$ cat config.mk
export PLATFORM = sky130hd
export DESIGN_NAME = tagram_ctrl
export DESIGN_NICKNAME = d
export VERILOG_FILES = /design/src/rtl/tagram_pkg.sv /design/src/rtl/tagram_arb.sv /design/src/rtl/tagram_ctrl.sv
export SDC_FILE = /design/constraint.sdc
export NUM_CORES = 1
export LEC_CHECK = 0
export ABC_CLOCK_PERIOD_IN_PS = 2900
export CAP_MARGIN = 5
export CORE_MARGIN = 2
export CORE_UTILIZATION = 38
export CTS_BUF_LIST = sky130_fd_sc_hd__clkbuf_2 sky130_fd_sc_hd__clkbuf_4 sky130_fd_sc_hd__clkbuf_8
export CTS_CLUSTER_DIAMETER = 60
export CTS_CLUSTER_SIZE = 24
export DETAILED_ROUTE_END_ITERATION = 10
export MAX_ROUTING_LAYER = met4
export PLACE_DENSITY = 0.9
export SLEW_MARGIN = 10
export SYNTH_ARGS = -nofsm -noshare
export SYNTH_HDL_FRONTEND = slang
export SYNTH_HIERARCHICAL = 1
export SYNTH_SLANG_ARGS = --single-unit
$ cat constraint.sdc
create_clock -name clk -period 2.9 [get_ports clk]
set_input_delay 0.435 -clock clk [delete_from_list [all_inputs] [get_ports clk]]
set_output_delay 0.435 -clock clk [all_outputs]
set_load 0.02 [all_outputs]
$ cat src/rtl/tagram_pkg.sv
// Shared constants and types for the tag/valid RAM controller.
package tagram_pkg;

  localparam int unsigned TAG_DEPTH  = 256;
  localparam int unsigned TAG_ADDR_W = 8;
  localparam int unsigned TAG_DATA_W = 21;
  localparam int unsigned TAG_BEN_W  = 3;

  localparam int unsigned TAG_LANE0_LSB = 0;
  localparam int unsigned TAG_LANE0_MSB = 7;
  localparam int unsigned TAG_LANE1_LSB = 8;
  localparam int unsigned TAG_LANE1_MSB = 15;
  localparam int unsigned TAG_LANE2_LSB = 16;
  localparam int unsigned TAG_LANE2_MSB = 20;

  localparam int unsigned TAG_WR_BURST_MAX = 4;

  localparam logic [TAG_DATA_W-1:0] TAG_CLR_VALUE = '0;
  localparam logic [TAG_BEN_W-1:0]  TAG_BEN_ALL   = '1;

  typedef enum logic {
    CLEAR = 1'b0,
    RUN   = 1'b1
  } tag_state_e;

endpackage

$ cat src/rtl/tagram_arb.sv
// Write-priority arbiter for the shared tag RAM; a waiting read is forced
// through after BURST_MAX consecutive write grants.
module tagram_arb
  import tagram_pkg::*;
#(
  parameter int unsigned BURST_MAX = TAG_WR_BURST_MAX
) (
  input  logic clk,
  input  logic resetn,
  input  logic en,
  input  logic rd_req,
  input  logic wr_req,
  output logic grant_rd,
  output logic grant_wr
);

  localparam int unsigned CNT_W = $clog2(BURST_MAX + 1);

  logic [CNT_W-1:0] r_burst;
  logic             w_at_max;

  assign w_at_max = (r_burst == CNT_W'(BURST_MAX));
  assign grant_wr = en & wr_req & (~rd_req | ~w_at_max);
  assign grant_rd = en & rd_req & ~grant_wr;

  // Counts writes that overtook a waiting read; any other cycle restarts it.
  always_ff @(posedge clk or negedge resetn) begin
    if (!resetn) begin
      r_burst <= '0;
    end else if (grant_wr && rd_req) begin
      r_burst <= r_burst + CNT_W'(1);
    end else begin
      r_burst <= '0;
    end
  end

endmodule

$ cat src/rtl/tagram_ctrl.sv
// Sequencer/arbiter in front of the 256x21 single-port tag RAM: clear sweep,
// lookup/refill arbitration and read-return handshake.
module tagram_ctrl
  import tagram_pkg::*;
#(
  parameter int unsigned            WR_BURST_MAX = TAG_WR_BURST_MAX,
  parameter logic [TAG_DATA_W-1:0]  CLR_VALUE    = TAG_CLR_VALUE
) (
  input  logic                  clk,
  input  logic                  resetn,
  input  logic                  rd_req,
  input  logic [TAG_ADDR_W-1:0] rd_addr,
  output logic                  rd_ready,
  output logic                  rd_rvalid,
  output logic [TAG_DATA_W-1:0] rd_rdata,
  input  logic                  wr_req,
  input  logic [TAG_ADDR_W-1:0] wr_addr,
  input  logic [TAG_DATA_W-1:0] wr_data,
  input  logic [TAG_BEN_W-1:0]  wr_ben,
  output logic                  wr_ready,
  input  logic                  clr_req,
  output logic                  busy,
  output logic                  ram_ce,
  output logic                  ram_oce,
  output logic                  ram_wre,
  output logic [TAG_ADDR_W-1:0] ram_ad,
  output logic [TAG_DATA_W-1:0] ram_din,
  output logic [TAG_BEN_W-1:0]  ram_ben,
  input  logic [TAG_DATA_W-1:0] ram_dout
);

  tag_state_e            r_state;
  tag_state_e            w_state_nxt;
  logic [TAG_ADDR_W-1:0] r_clr_cnt;
  logic                  r_rvalid;
  logic [TAG_DATA_W-1:0] r_rdata_hold;
  logic                  w_run;
  logic                  w_grant_rd;
  logic                  w_grant_wr;

  assign w_run = (r_state == RUN);

  // A pending write is held off in the cycle a clear is requested.
  tagram_arb #(
    .BURST_MAX (WR_BURST_MAX)
  ) u_arb (
    .clk      (clk),
    .resetn   (resetn),
    .en       (w_run),
    .rd_req   (rd_req),
    .wr_req   (wr_req & ~clr_req),
    .grant_rd (w_grant_rd),
    .grant_wr (w_grant_wr)
  );

  always_ff @(posedge clk or negedge resetn) begin
    if (!resetn) begin
      r_state <= CLEAR;
    end else begin
      r_state <= w_state_nxt;
    end
  end

  always_comb begin
    w_state_nxt = r_state;
    case (r_state)
      CLEAR:   if (r_clr_cnt == TAG_ADDR_W'(TAG_DEPTH - 1)) w_state_nxt = RUN;
      RUN:     if (clr_req) w_state_nxt = CLEAR;
      default: w_state_nxt = CLEAR;
    endcase
  end

  // Sweep address; parked at zero outside CLEAR so every sweep starts at 0.
  always_ff @(posedge clk or negedge resetn) begin
    if (!resetn) begin
      r_clr_cnt <= '0;
    end else if (w_run) begin
      r_clr_cnt <= '0;
    end else begin
      r_clr_cnt <= r_clr_cnt + TAG_ADDR_W'(1);
    end
  end

  always_comb begin
    rd_ready = 1'b0;
    wr_ready = 1'b0;
    ram_ce   = 1'b0;
    ram_wre  = 1'b0;
    ram_ad   = '0;
    ram_din  = '0;
    ram_ben  = '0;
    case (r_state)
      CLEAR: begin
        // Sweep drive is suppressed while reset is held.
        if (resetn) begin
          ram_ce  = 1'b1;
          ram_wre = 1'b1;
          ram_ad  = r_clr_cnt;
          ram_din = CLR_VALUE;
          ram_ben = TAG_BEN_ALL;
        end
      end
      RUN: begin
        if (w_grant_wr) begin
          wr_ready = 1'b1;
          ram_ce   = 1'b1;
          ram_wre  = 1'b1;
          ram_ad   = wr_addr;
          ram_din  = wr_data;
          ram_ben  = wr_ben;
        end else if (w_grant_rd) begin
          rd_ready = 1'b1;
          ram_ce   = 1'b1;
          ram_ad   = rd_addr;
          ram_ben  = TAG_BEN_ALL;
        end
      end
      default: ;
    endcase
  end

  // RAM data is presented directly in the valid cycle and held afterwards.
  always_ff @(posedge clk or negedge resetn) begin
    if (!resetn) begin
      r_rvalid     <= 1'b0;
      r_rdata_hold <= '0;
    end else begin
      r_rvalid <= w_grant_rd;
      if (r_rvalid) r_rdata_hold <= ram_dout;
    end
  end

  assign rd_rvalid = r_rvalid;
  assign rd_rdata  = r_rvalid ? ram_dout : r_rdata_hold;
  assign busy      = ~w_run;
  assign ram_oce   = 1'b1;

endmodule

==> flow_metrics.tcl, run 1 <==
set metrics [dict create \
    vias_per_cell 4.95 \
    cts_inserted_buffers 5 \
    cap_violations 0 \
    syn_nets 230 \
    hold_viol_final 0 \
    min_path_cells 1 \
    critPathSlowestCell "clkdlybuf4s50_1" \
    clkTransAtPathRegs_ns 0.06 \
    syn_inst 161 \
    required_ns 2.47 \
    synth_largest_area_cell "dfrtp_1" \
    drc_errors 0 \
    status "finished clean" \
    die_h_um 72.1 \
    fmax_mhz 359 \
    grt_max_degree 38 \
    timing.critical_path.mode_cell "clkdlybuf4s50_1" \
    layout-drive-gt1-share_pct 16.2 \
    cts_tree "built" \
    r2r_start "r_clr_cnt[0]" \
    initial_core_util_pct 39.9 \
    finalSetupTns_ns 0 \
    die-area_mm2 0.00520 \
    synth-main-ff-cell "dfrtp_1" \
    leakage_nw 1.54 \
    synth_area_per_cell_um2 10.9 \
    dp_hpwl_mm 3.91 \
    drt_pre_antenna_iters 4 \
    synth_edf_count 0 \
    criticalPathCategory "in -> out" \
    reg2regPathDepth 4 \
    hp-start "u_arb/r_burst[0]" \
    combPwrFrac_pct 13.4 \
    rows 24 \
    setup_slack_ns 0.115 \
    slew_violations 0 \
    r2r_slack_ns 1.57 \
    p_per_area_mw_per_mm2 303 \
    setup_viol 0 \
    cts_setup_buffers 0 \
    intPower_mw 0.766 \
    synth-seq-cells 34 \
    synth_common_cells "dfrtp_1 (34), and3_1 (23), mux2_2 (23)" \
    htreeDepth 2 \
    ys_seq_area_share_pct 48.3 \
    cp-end-kind "output port" \
    power.switching_mw 0.196 \
    route.detailed.wl_per_inst_um 14.9 \
    ys_warn_count 6 \
    io_pins 126 \
    crit_fanout 22 \
    p_clk_share_pct 37.3 \
    fin_skew_ns 0.00463 \
    hp-class "reg -> reg" \
    ir_drop_v 0.000398 \
    dpl_worst_slack_ns -0.149 \
    cts.sinks 34 \
    grt_overflow 0 \
    seqPwrFrac_pct 49.3 \
    nNetsFinal 358 \
    rsz0062_at_grt "false" \
    synthArstFlopShare_pct 100 \
    syn-cell-area_mm2 0.00176 \
    insertion_delay_ns 0.28 \
    path_cells "clkdlybuf4s50_1, nor2b_2, nand2_1, a31oi_2, buf_4, and3_1, clkdlybuf4s50_1" \
    grt_first_pass_wirelength_mm 7.76 \
    drtIter0Drc 94 \
    track_usage_pct 19.7 \
    die_w_um 72.1 \
    min_period_ns 2.79 \
    crit_family "buffers and inverters" \
    hold_end "u_arb/r_burst[0]" \
    max_stage_delay_ns 0.63 \
    yosysMostFrequentCell "dfrtp_1" \
    antenna_found_initial 0 \
    cts_root_buf "clkbuf_8" \
    port_buffers 124 \
    core_mm2 0.00441 \
    ys_top_cells_by_area "dfrtp_1 (48%), mux2_2 (15%), and3_1 (8.2%)" \
    cp.arrival_ns 2.35 \
    finalWirelength_mm 5.10 \
    yosys.cell_types.count 32 \
    clock_path_buffers 2 \
    worstReg2RegEnd "r_clr_cnt[6]" \
    drtAntennaViolNets 0 \
    postCtsHoldBufs 0 \
    place.gp.congestion 0.758 \
    vias 1693 \
    antennaDiodeCount 0 \
    area_growth_pct 79.8 \
    critPathLaunchType "primary input" \
    critPathBufInv 3 \
    switching_share_pct 20.4 \
    final.period_utilization_pct 96.0 \
    grt_pass1_vias 1640 \
    synth_top_area_share_pct 48.3 \
]
==> area by class of cell <==
class | instances | area (µm²)
clock buffer | 7 | 90.1
clock inverter | 1 | 5.00
fill | 331 | 1240
inverter | 14 | 52.6
multi-input combinational | 101 | 800
sequential | 34 | 851
tap | 52 | 65.1
timing repair buffer | 133 | 1310
==> routing by layer <==
layer / GRT usage (%) / share of wire [%] / up-vias
met1: 21.9 / 39 / 814
met5: - / 0 / -
met4: 4.40 / 0.94 / 0
met3: 5.69 / 6.7 / 6
li1: - / - / 814
met2: 34.9 / 54 / 59
==> kinds of logic after synthesis <==
kind of cell               synth area share (%)
AOI/OAI and AO/OA                          8.30
other                                     0.213
buffers and inverters                      6.88
adders and majority gates                  2.13
and+or+nand+nor                            18.0
muxes                                      14.7
DFF                                        48.3
xor gates and xnor gates                   1.49
==> state kept, by name, summed over array words and instances, names as in the netlist <==
register	cells
u_arb/r_burst	3
r_clr_cnt	8
rd_rvalid	1
r_state	1
r_rdata_hold	21
==> placed cells by master, fill, tap and decap left out, types with 2 or more instances in the layout <==
cell | netlist | layout
xor2_1 | 2 | 2
a21o_1 | 3 | 3
and3_1 | 23 | 23
clkbuf_8 | 0 | 6
dfrtp_1 | 34 | 34
inv_1 | 14 | 14
clkdlybuf4s50_1 | 0 | 113
nor2b_1 | 5 | 4
nand2_1 | 5 | 5
a21oi_1 | 2 | 2
ha_1 | 3 | 3
buf_4 | 1 | 8
o21ai_0 | 2 | 2
nor2_1 | 8 | 8
mux2_2 | 23 | 23
nand3_1 | 3 | 3
a222oi_1 | 8 | 8
dlygate4sd2_1 | 0 | 11
==> worst reg2reg max path: cells and delay by family, from the launching register on <==
family                     cells  cell delay, ns
DFF                            1            0.40
muxes                          1            0.36
adders and majority gates      1            0.22
and+or+nand+nor                2            0.23
==> worst max path at each step <==
stage,start,to,slack (ns),depth (start not counted)
floorplan,wr_req,ram_ad[0],0.67,7
global placement,wr_req,ram_ad[6],-0.1,8
detailed placement,wr_req,ram_ad[6],-0.15,8
CTS,wr_req,ram_din[17],0.04,7
global route,wr_req,ram_ad[6],0.02,8
finish,clr_req,ram_din[17],0.11,7
==> repair_timing <==
action,CTS,global route
endpoints found under the setup margin,11,35
gates resized for setup,11,2
pin swaps,0,1
==> stage by stage <==
stage | cell area (µm²) | hold WS, ns | instances | total power [mW] | util (%)
3_3_place_gp | 3080 | 0.468 | 334 | 0.613 | 69.8
2_1_floorplan | 1760 | 0.139 | 161 | 0.503 | -
4_1_cts | 3160 | 0.496 | 342 | 0.972 | 71.6
3_5_place_dp | 3080 | 0.485 | 334 | 0.615 | 69.8
5_1_grt | 3170 | 0.510 | 342 | 1.00 | 71.8
6_report | 3170 | 0.489 | 342 | 0.962 | 71.8
==> power by group through the flow <==
stage	Combinational (mW)	Sequential (mW)	Clock, mW
6_report	0.129	0.474	0.359
2_1_floorplan	0.0202	0.483	0
4_1_cts	0.130	0.474	0.368
3_3_place_gp	0.130	0.483	0
3_5_place_dp	0.132	0.483	0
5_1_grt	0.138	0.474	0.390
No activity file was read; power rests on OpenSTA's default activity.
==> run 2: changes to the inputs <==
Settings changed: PLACE_DENSITY 0.9 to 0.95.
==> flow_metrics.tcl, run 2 (synthesis gave the netlist of run 1 again) <==
set metrics [dict create \
    ir_drop_v 0.000277 \
    route.detailed.wl_per_inst_um 14.6 \
    hp-class "reg -> reg" \
    drtIter0Drc 147 \
    insertion_delay_ns 0.28 \
    io_pins 126 \
    finalInstanceArea_mm2 0.00321 \
    nNetsFinal 359 \
    initial_core_util_pct 39.9 \
    final.period_utilization_pct 96.6 \
    antennaDiodeCount 0 \
    cp-end-kind "output port" \
    drc_errors 0 \
    ff_latch_area_um2 851 \
    reg2regPathDepth 4 \
    switching_share_pct 19.0 \
    crit_cells 8 \
    multiInputGateArea_um2 808 \
    power.switching_mw 0.197 \
    fmax_mhz 357 \
    status "finished clean" \
    dp.cells 334 \
    fillCellCount 325 \
    grt_first_pass_wirelength_mm 7.93 \
    path_cells "clkdlybuf4s50_1, nor2b_2, nand2_1, a31oi_4, and3b_4, a222oi_1, inv_1, dlygate4sd2_1" \
    die_w_um 72.1 \
    grt_overflow 0 \
    regMostFlops "r_rdata_hold" \
    startpoint "wr_req" \
    p_clk_share_pct 41.8 \
    crit_fanout 10 \
    area_growth_pct 82.0 \
    largest_reg_flops 21 \
    p_per_area_mw_per_mm2 323 \
    cts_tree "built" \
    layout-drive-gt1-share_pct 16.6 \
    core_mm2 0.00441 \
    finalSetupTns_ns 0 \
    cts.sinks 34 \
    crit_family "buffers and inverters" \
    die_h_um 72.1 \
    port_buffers 124 \
    criticalPathCategory "in -> out" \
    grt_pass1_vias 1688 \
    critPathBufInv 3 \
    combPwrFrac_pct 12.4 \
    hold_viol_final 0 \
    cts_root_buf "clkbuf_8" \
    reg_top3 "r_rdata_hold (21), r_clr_cnt (8), u_arb/r_burst (3)" \
    vias 1697 \
    fin_skew_ns 0.00427 \
    r2r_start "r_clr_cnt[0]" \
    place.gp.congestion 0.743 \
    grt_max_degree 35 \
    worstReg2RegEnd "r_clr_cnt[6]" \
    htreeDepth 2 \
    layout_common_cells "clkdlybuf4s50_1 (112), dfrtp_1 (34), mux2_2 (23), and3_1 (23), inv_1 (14)" \
    rows 24 \
    stdcell_count 342 \
    required_ns 2.47 \
    critPathLaunchType "primary input" \
    dp_hpwl_mm 3.86 \
    min_period_ns 2.80 \
    cap_violations 0 \
    setup_viol 0 \
    seqPwrFrac_pct 45.8 \
    intPower_mw 0.840 \
    critPathSlowestCell "clkdlybuf4s50_1" \
    endpoint "ram_ad[5]" \
    final_core_util_pct 72.7 \
    clock_path_buffers 2 \
    vias_per_cell 4.96 \
    max_stage_delay_ns 0.45 \
    cts_inserted_buffers 5 \
    final_common_cell "clkdlybuf4s50_1" \
    clkTransAtPathRegs_ns 0.06 \
    p_total_mw 1.04 \
    leakage_nw 1.54 \
    cp.arrival_ns 2.37 \
    antenna_found_initial 0 \
    drtAntennaViolNets 0 \
    track_usage_pct 20.1 \
    drt_pre_antenna_iters 4 \
    finalWirelength_mm 4.99 \
    slew_violations 0 \
    placed_area_mm2 0.00308 \
    die-area_mm2 0.00520 \
    r2r_slack_ns 1.56 \
]
## run 2: changes by cell type in the layout (fill, tap and decap cells not counted)
cell             before  now
clkdlybuf4s50_1     113  112
dlymetal6s2s_1        0    1
clkdlybuf4s15_1       0    5
bufinv_16             0    1
buf_4                 8    9
clkbuf_4              1    0
clkinv_2              1    0
clkbuf_2              0    1
dlygate4sd2_1        11    5
a31oi_2               1    0
a31oi_4               0    1
## run 2: power by group through the flow
| stage | Combinational (mW) | Clock (mW) | Sequential [mW] |
|---|---|---|---|
| floorplan | 0.0202 | 0 | 0.483 |
| global placement | 0.128 | 0 | 0.483 |
| detailed placement | 0.131 | 0 | 0.483 |
| CTS | 0.129 | 0.447 | 0.474 |
| global route | 0.138 | 0.470 | 0.474 |
| finish | 0.129 | 0.433 | 0.474 |
## run 2: area by class of cell
type                    instances  share of cell area (%)
clock buffers                   6                    2.57
inverters                      14                    1.64
repair buffers                134                    41.1
clock inverters                 1                   0.936
multi-input cells             101                    25.2
flip-flops and latches         34                    26.5
well taps                      52                    2.03
## run 2: worst min-delay path by stage
stage / start / endpoint / slack, ns / cells after the start
2_1_floorplan: resetn / r_clr_cnt[0] / 0.14 / 0
3_3_place_gp: u_arb/r_burst[0] / u_arb/r_burst[0] / 0.47 / 1
3_5_place_dp: u_arb/r_burst[0] / u_arb/r_burst[0] / 0.48 / 1
4_1_cts: u_arb/r_burst[0] / u_arb/r_burst[0] / 0.48 / 1
5_1_grt: u_arb/r_burst[0] / u_arb/r_burst[0] / 0.50 / 1
6_report: u_arb/r_burst[0] / u_arb/r_burst[0] / 0.49 / 1
## run 2: per-layer routing
layer  routed length (µm)  GRT usage (%)  vias up  part of all wire [%]
li1                     -              -      818                     -
met1                 1890           21.6      810                    38
met2                 2720           34.8       62                    54
met3                  328           6.67        7                   6.6
met4                   53           6.92        0                   1.1
met5                    0              -        -                     0
## run 2: through the flow
step	hold slack (ns)	worst slack, ns
4_1_cts	0.484	0.00704
6_report	0.488	0.0990
3_5_place_dp	0.475	-0.309
5_1_grt	0.495	-0.0119
2_1_floorplan	0.139	0.665
3_3_place_gp	0.468	-0.199
## run 2: what timing repair did
item | CTS | global route
endpoints found under the hold margin | 0 | 0
setup endpoints to repair | 35 | 35
gates cloned | 0 | 0
pin swaps | 0 | 5
buffers inserted | 0 | 1
resized for setup | 13 | 9
hold buffers | 0 | 0
==> run 3: changes to the inputs <==
Settings changed: CAP_MARGIN 5 to default.
==> results of run 3 <==
Final layout, timing and power as in run 2 (identical DEF).
